**src/rtl/cdb_arbiter.sv**
```systemverilog
// cdb_arbiter: three-source round-robin writeback arbiter with per-source 2-deep FIFOs
module cdb_arbiter (
  input  logic        clk,
  input  logic        rst,
  input  logic        s0_valid,
  input  logic [2:0]  s0_entry,
  input  logic [63:0] s0_data,
  output logic        s0_ready,
  input  logic        s1_valid,
  input  logic [2:0]  s1_entry,
  input  logic [63:0] s1_data,
  output logic        s1_ready,
  input  logic        s2_valid,
  input  logic [2:0]  s2_entry,
  input  logic [63:0] s2_data,
  output logic        s2_ready,
  input  logic        flush,
  input  logic        hold,
  output logic        data_ready,
  output logic        commit_ready,
  output logic [2:0]  data_entry,
  output logic [63:0] Data_in,
  output logic [1:0]  grant_src
);
  logic [2:0]  vld, rdy, push, pop;
  logic [2:0]  ent_in [3];
  logic [63:0] dat_in [3];
  logic [2:0]  ent_q [3][2], ent_d [3][2];
  logic [63:0] dat_q [3][2], dat_d [3][2];
  logic [1:0]  cnt_q [3], cnt_d [3];
  logic [2:0]  wp_q, wp_d, rp_q, rp_d;
  logic [1:0]  last_q, last_d, src_q, src_d, sel;
  logic [1:0]  ord [3];
  logic        dr_q, dr_d, found, gnt;
  logic [2:0]  de_q, de_d;
  logic [63:0] din_q, din_d;
  function automatic logic [1:0] nxt(input logic [1:0] x);
    return x == 2'd2 ? 2'd0 : x + 2'd1;
  endfunction
  assign vld = {s2_valid, s1_valid, s0_valid};
  assign ent_in[0] = s0_entry;
  assign ent_in[1] = s1_entry;
  assign ent_in[2] = s2_entry;
  assign dat_in[0] = s0_data;
  assign dat_in[1] = s1_data;
  assign dat_in[2] = s2_data;
  assign {s2_ready, s1_ready, s0_ready} = rdy;
  assign data_ready = dr_q;
  assign commit_ready = dr_q;
  assign data_entry = de_q;
  assign Data_in = din_q;
  assign grant_src = src_q;
  always_comb begin
    rdy = '0;
    for (int s = 0; s < 3; s++) rdy[s] = cnt_q[s] < 2'd2 && !flush && !rst;
    push = vld & rdy;
    ord[0] = nxt(last_q);
    ord[1] = nxt(ord[0]);
    ord[2] = nxt(ord[1]);
    found = 1'b0;
    sel = 2'd0;
    for (int k = 0; k < 3; k++)
      if (!found && cnt_q[ord[k]] != 2'd0) begin
        found = 1'b1;
        sel = ord[k];
      end
    gnt = found && !hold && !flush && !rst;
    pop = gnt ? 3'b001 << sel : 3'b000;
    ent_d = ent_q;
    dat_d = dat_q;
    wp_d = wp_q;
    rp_d = rp_q;
    last_d = gnt ? sel : last_q;
    dr_d = gnt;
    src_d = gnt ? sel : 2'd3;
    de_d = gnt ? ent_q[sel][rp_q[sel]] : de_q;
    din_d = gnt ? dat_q[sel][rp_q[sel]] : din_q;
    for (int s = 0; s < 3; s++) begin
      if (push[s]) begin
        ent_d[s][wp_q[s]] = ent_in[s];
        dat_d[s][wp_q[s]] = dat_in[s];
        wp_d[s] = ~wp_q[s];
      end
      if (pop[s]) rp_d[s] = ~rp_q[s];
      cnt_d[s] = flush ? 2'd0 : cnt_q[s] + {1'b0, push[s]} - {1'b0, pop[s]};
    end
    if (flush) begin
      wp_d = '0;
      rp_d = '0;
    end
  end
  always_ff @(posedge clk) begin
    ent_q <= ent_d;
    dat_q <= dat_d;
    if (rst) begin
      cnt_q <= '{default: 2'd0};
      wp_q <= '0;
      rp_q <= '0;
      last_q <= 2'd2;
      dr_q <= 1'b0;
      src_q <= 2'd3;
      de_q <= '0;
      din_q <= '0;
    end else begin
      cnt_q <= cnt_d;
      wp_q <= wp_d;
      rp_q <= rp_d;
      last_q <= last_d;
      dr_q <= dr_d;
      src_q <= src_d;
      de_q <= de_d;
      din_q <= din_d;
    end
  end
endmodule

```
**config.mk**
```make
export PLATFORM = sky130hd
export DESIGN_NAME = cdb_arbiter
export DESIGN_NICKNAME = d
export VERILOG_FILES = /design/src/rtl/cdb_arbiter.sv
export SDC_FILE = /design/constraint.sdc
export NUM_CORES = 1
export LEC_CHECK = 0
export BUFFER_PORTS_ARGS = -buffer_cell sky130_fd_sc_hd__buf_2
export CORE_ASPECT_RATIO = 0.7
export CORE_MARGIN = 2
export CORE_UTILIZATION = 26
export CTS_BUF_LIST = sky130_fd_sc_hd__clkbuf_8
export CTS_CLUSTER_DIAMETER = 80
export CTS_CLUSTER_SIZE = 14
export DETAILED_ROUTE_END_ITERATION = 10
export GPL_TIMING_DRIVEN = 0
export PLACE_DENSITY = 0.49
export SYNTH_ARGS = -nofsm -noshare
export SYNTH_HDL_FRONTEND = slang
export SYNTH_SLANG_ARGS = --single-unit
```
**constraint.sdc**
```tcl
create_clock -name clk -period 6.6 [get_ports clk]
set_clock_uncertainty 0.15 [all_clocks]
set_input_delay 0.66 -clock clk [delete_from_list [all_inputs] [get_ports clk]]
set_output_delay 0.66 -clock clk [all_outputs]
set_load 0.01 [all_outputs]
```
==> results.txt <==
----------------------------------------------------
[Clock tree]
  Clock tree root driver cell ... sky130_fd_sc_hd__clkbuf_8
  CTS tree ... yes
  Buffers inserted by post-CTS timing repair ... 0
  Maximum count of clock buffers along a single path ... 3
  Number of clock buffers inserted by TritonCTS ... between 40 and 50
  H-Tree Level Count ... 2
  Worst-Skew Late Latency ... 0.65 ns
  Number of sinks driven by the clock tree ... 486
  Reg clk slew, reported paths ... 0.09 ns
  Resized cells post-CTS ... 0

[STA]
  Worst-margin pin slew ... 0.969 ns
  Final worst-path setup slack ... between 2 and 2.5 ns
  Number of failing hold endpoints at the final stage ... 0
  Normalized max-slew margin ... 0.354
  Post-layout minimum cycle time ... ~4.2 ns
  Unrepaired setup endpoints after global routing ... no
  Final setup viols ... 0
  Setup Total Neg Slack ... 0 ns
  Final count of pins violating max slew ... 0
  Final cycle utilization of the critical path ... 0.639
  Fmax ... 0.237 GHz

[Global routing]
  Total overflow reported by the global router ... 0
  Pin count of the biggest net entering global routing ... 37
  Antenna violations before repair ... 9
  Global-route wire length before repair ... 85.7 mm
  Global-route total usage across every layer ... 0.167
  Number of global-route vias before repair ... 12,900

[Routing]
  Detail-routed via count per cell ... 4.73
  First-pass iteration count of the detailed router ... 5
  Antenna Violating Nets Remaining ... 0
  Routed len/inst ... 22.9 µm
  Initial DRC count ... 1,206
  Post-route DRC violation count ... 0
  Aggregate routed wire length ... roughly 60 mm
  Via count ... between 10,000 and 15,000

[Min path]
  Worst min-delay path category ... in -> reg
  Hold Crit Depth ... 1

[Critical path]
  Worst Setup End Kind ... flip-flop
  Startpoint types ... flip-flop
  Worst reg2reg path depth ... 12
  Critical setup path kind ... reg -> reg
  Crit Path Max Fanout ... 10
  Required time at the worst-slack endpoint ... 6.97 ns
  Arrival time worst endpoint ... 4.59 ns

[Power and ir drop]
  Post-layout power ... 5.35 mW
  Reported leakage power ... approximately 8.7 nW
  Power per cell area ... 239 nW/µm²
  Max rail drop VDD ... 0.0966 mV

[Logic synthesis]
  Predominant post-synthesis flop cell ... sky130_fd_sc_hd__edfxtp_1
  Number of different library cells in the post-synthesis netlist ... 30
  Cell area after synthesis ... 17,900 µm²
  Synth top area share ... 0.675
  EDFF count, synth ... 402
  FFs w/ async S/R, synth ... 0
  Dominant cell by count in the synthesized netlist ... sky130_fd_sc_hd__edfxtp_1
  Flop and latch count out of synthesis ... 486
  Main area contributors after synthesis ... sky130_fd_sc_hd__edfxtp_1, sky130_fd_sc_hd__dfxtp_1, sky130_fd_sc_hd__a311oi_1
  Synth Instances ... 1,252
  Average instance area after synthesis ... 14.3 µm²
  Post-synthesis cell type with the largest combined area ... sky130_fd_sc_hd__edfxtp_1
  Part of the Yosys area used for sequential elements ... 0.769
  Post-synthesis net count ... approximately 1,500
  Synth Warn # ... 0
  Post-synth top cells ... sky130_fd_sc_hd__edfxtp_1, sky130_fd_sc_hd__nand2_1, sky130_fd_sc_hd__nor2_1

[Cells and area]
  Fin nets ... 1,887
  Area added between synthesis and finish ... 25.1%
  Final cell count without fillers ... 2,612
  Fraction of layout cells with a size suffix above 1 ... 0.218

[Place]
  Routability cong. ... between 0.7 and 0.8
  Post-DP HPWL ... about 40 mm
  Placed cell count ... 2,448
  Placement Setup Slack ... 2.30 ns
  Port bufs ... 281

[Floorplan]
  Die Span X ... approximately 320 µm
  Floorplan die height ... 223 µm
  Initial core utilization ... 0.263
  Num ports ... approximately 280
  Number of standard-cell rows in the floorplan ... 80
  Core Region ... 68,100 µm²
  Full die area ... 70,900 µm²

[Outcome]
  Run status ... complete, no violations

[Run]
  Number of violations of the max-capacitance limit ... 0

----------------------------------------------------
-- critical path, cell delays in order, from the launching register on --
cell                       delay (ns)
sky130_fd_sc_hd__dfxtp_1         0.36
sky130_fd_sc_hd__or2_2           0.31
sky130_fd_sc_hd__a22oi_1         0.20
sky130_fd_sc_hd__buf_2           0.45
sky130_fd_sc_hd__clkbuf_1        0.74
sky130_fd_sc_hd__clkbuf_1        0.74
sky130_fd_sc_hd__nor2_1          0.21
sky130_fd_sc_hd__ha_1            0.35
sky130_fd_sc_hd__inv_1           0.05
sky130_fd_sc_hd__ha_1            0.15
sky130_fd_sc_hd__xor2_1          0.18
sky130_fd_sc_hd__xnor2_1         0.14
sky130_fd_sc_hd__nor2_1          0.05
-- power breakdown --
part | switching, mW | internal, mW | leakage, nW
sequential | 0.0169 | 3.37 | 4.33
combinational | 0.186 | 0.121 | 3.90
clock | 1.04 | 0.620 | 0.442
-- logic make-up (layout without fill, tap and decap cells) --
kind of cell | after synthesis | in the layout | synth area share
xor+xnor | 12 | 12 | 0.00588
compound gates | 212 | 212 | 0.103
other cells | 0 | 11 | 0
flops | 486 | 486 | 0.769
simple gates | 442 | 442 | 0.0949
buf+inv | 94 | 541 | 0.0224
fa+ha+maj | 6 | 6 | 0.00420
-- path summary, 6_finish.rpt --
| kind | slack, ns | startpoint | to |
|---|---|---|---|
| worst min-delay path | 0.06 | s2_data[60] | dat_q[124] |
| worst max register to register | 2.38 | cnt_q[1] | cnt_q[1] |
| worst min register to register | 0.32 | Data_in[21] | Data_in[21] |
| worst max-delay path | 2.38 | cnt_q[1] | cnt_q[1] |
-- layout make-up --
type	instances	area (µm²)
flip-flops and latches	486	13800
diodes	11	27.5
multi-input cells	672	3760
clock buffers	44	606
inverters	11	41.3
well taps	902	1130
fillers	6807	45700
plain buffers	83	359
repair buffers	378	2570
clock inverters	25	108
-- per-stage QoR --
step / cell area, µm² / util / hold WS, ns
after CTS: 22300 / 0.328 / 0.000366
after global routing: 22300 / 0.328 / 0.0127
final: 22400 / 0.328 / 0.0596
after global placement: 20400 / 0.300 / 0.292
after floorplan: 17900 / - / 0.300
after detailed placement: 20800 / 0.305 / 0.300
-- flip-flops by register name, summed over array words and instances, names as in the netlist --
signal,cells
Data_in,64
cnt_q,6
commit_ready,1
dat_q,384
data_entry,3
ent_q,18
grant_src,2
last_q,2
rp_q,3
wp_q,3
-- placed cells by master, fill, tap and decap left out, types with 2 or more instances in the layout --
master / netlist / layout
sky130_fd_sc_hd__or2_2: 3 / 3
sky130_fd_sc_hd__and3_4: 0 / 3
sky130_fd_sc_hd__buf_6: 4 / 4
sky130_fd_sc_hd__edfxtp_1: 402 / 402
sky130_fd_sc_hd__buf_16: 0 / 9
sky130_fd_sc_hd__nor2_1: 157 / 154
sky130_fd_sc_hd__and2_1: 3 / 3
sky130_fd_sc_hd__inv_1: 11 / 32
sky130_fd_sc_hd__dlygate4sd3_1: 0 / 84
sky130_fd_sc_hd__clkbuf_1: 60 / 60
sky130_fd_sc_hd__xor2_1: 6 / 6
sky130_fd_sc_hd__clkinv_2: 0 / 2
sky130_fd_sc_hd__buf_2: 11 / 292
sky130_fd_sc_hd__buf_1: 7 / 7
sky130_fd_sc_hd__a211o_1: 69 / 69
sky130_fd_sc_hd__nor2_4: 0 / 3
sky130_fd_sc_hd__a311oi_1: 134 / 134
sky130_fd_sc_hd__diode_2: 0 / 11
sky130_fd_sc_hd__clkbuf_8: 0 / 44
sky130_fd_sc_hd__ha_1: 6 / 6
sky130_fd_sc_hd__xnor2_1: 6 / 6
sky130_fd_sc_hd__buf_12: 0 / 4
sky130_fd_sc_hd__dfxtp_1: 84 / 84
sky130_fd_sc_hd__nand2_1: 273 / 273
-- routing by layer --
| metal | track usage | share of wire | up-vias |
|---|---|---|---|
| li1 | - | - | 5544 |
| met1 | 0.230 | 0.45 | 6222 |
| met2 | 0.267 | 0.46 | 509 |
| met3 | 0.0341 | 0.076 | 78 |
| met4 | 0.0416 | 0.017 | 8 |
| met5 | 0 | 0.00092 | - |
-- timing repair --
| action | 4_1_cts | 5_1_grt |
|---|---|---|
| hold buffers | 84 | 0 |
| hold endpoints to repair | 156 | 0 |
| setup endpoints to repair | 0 | 0 |
Power figures use the tool's default switching activity.
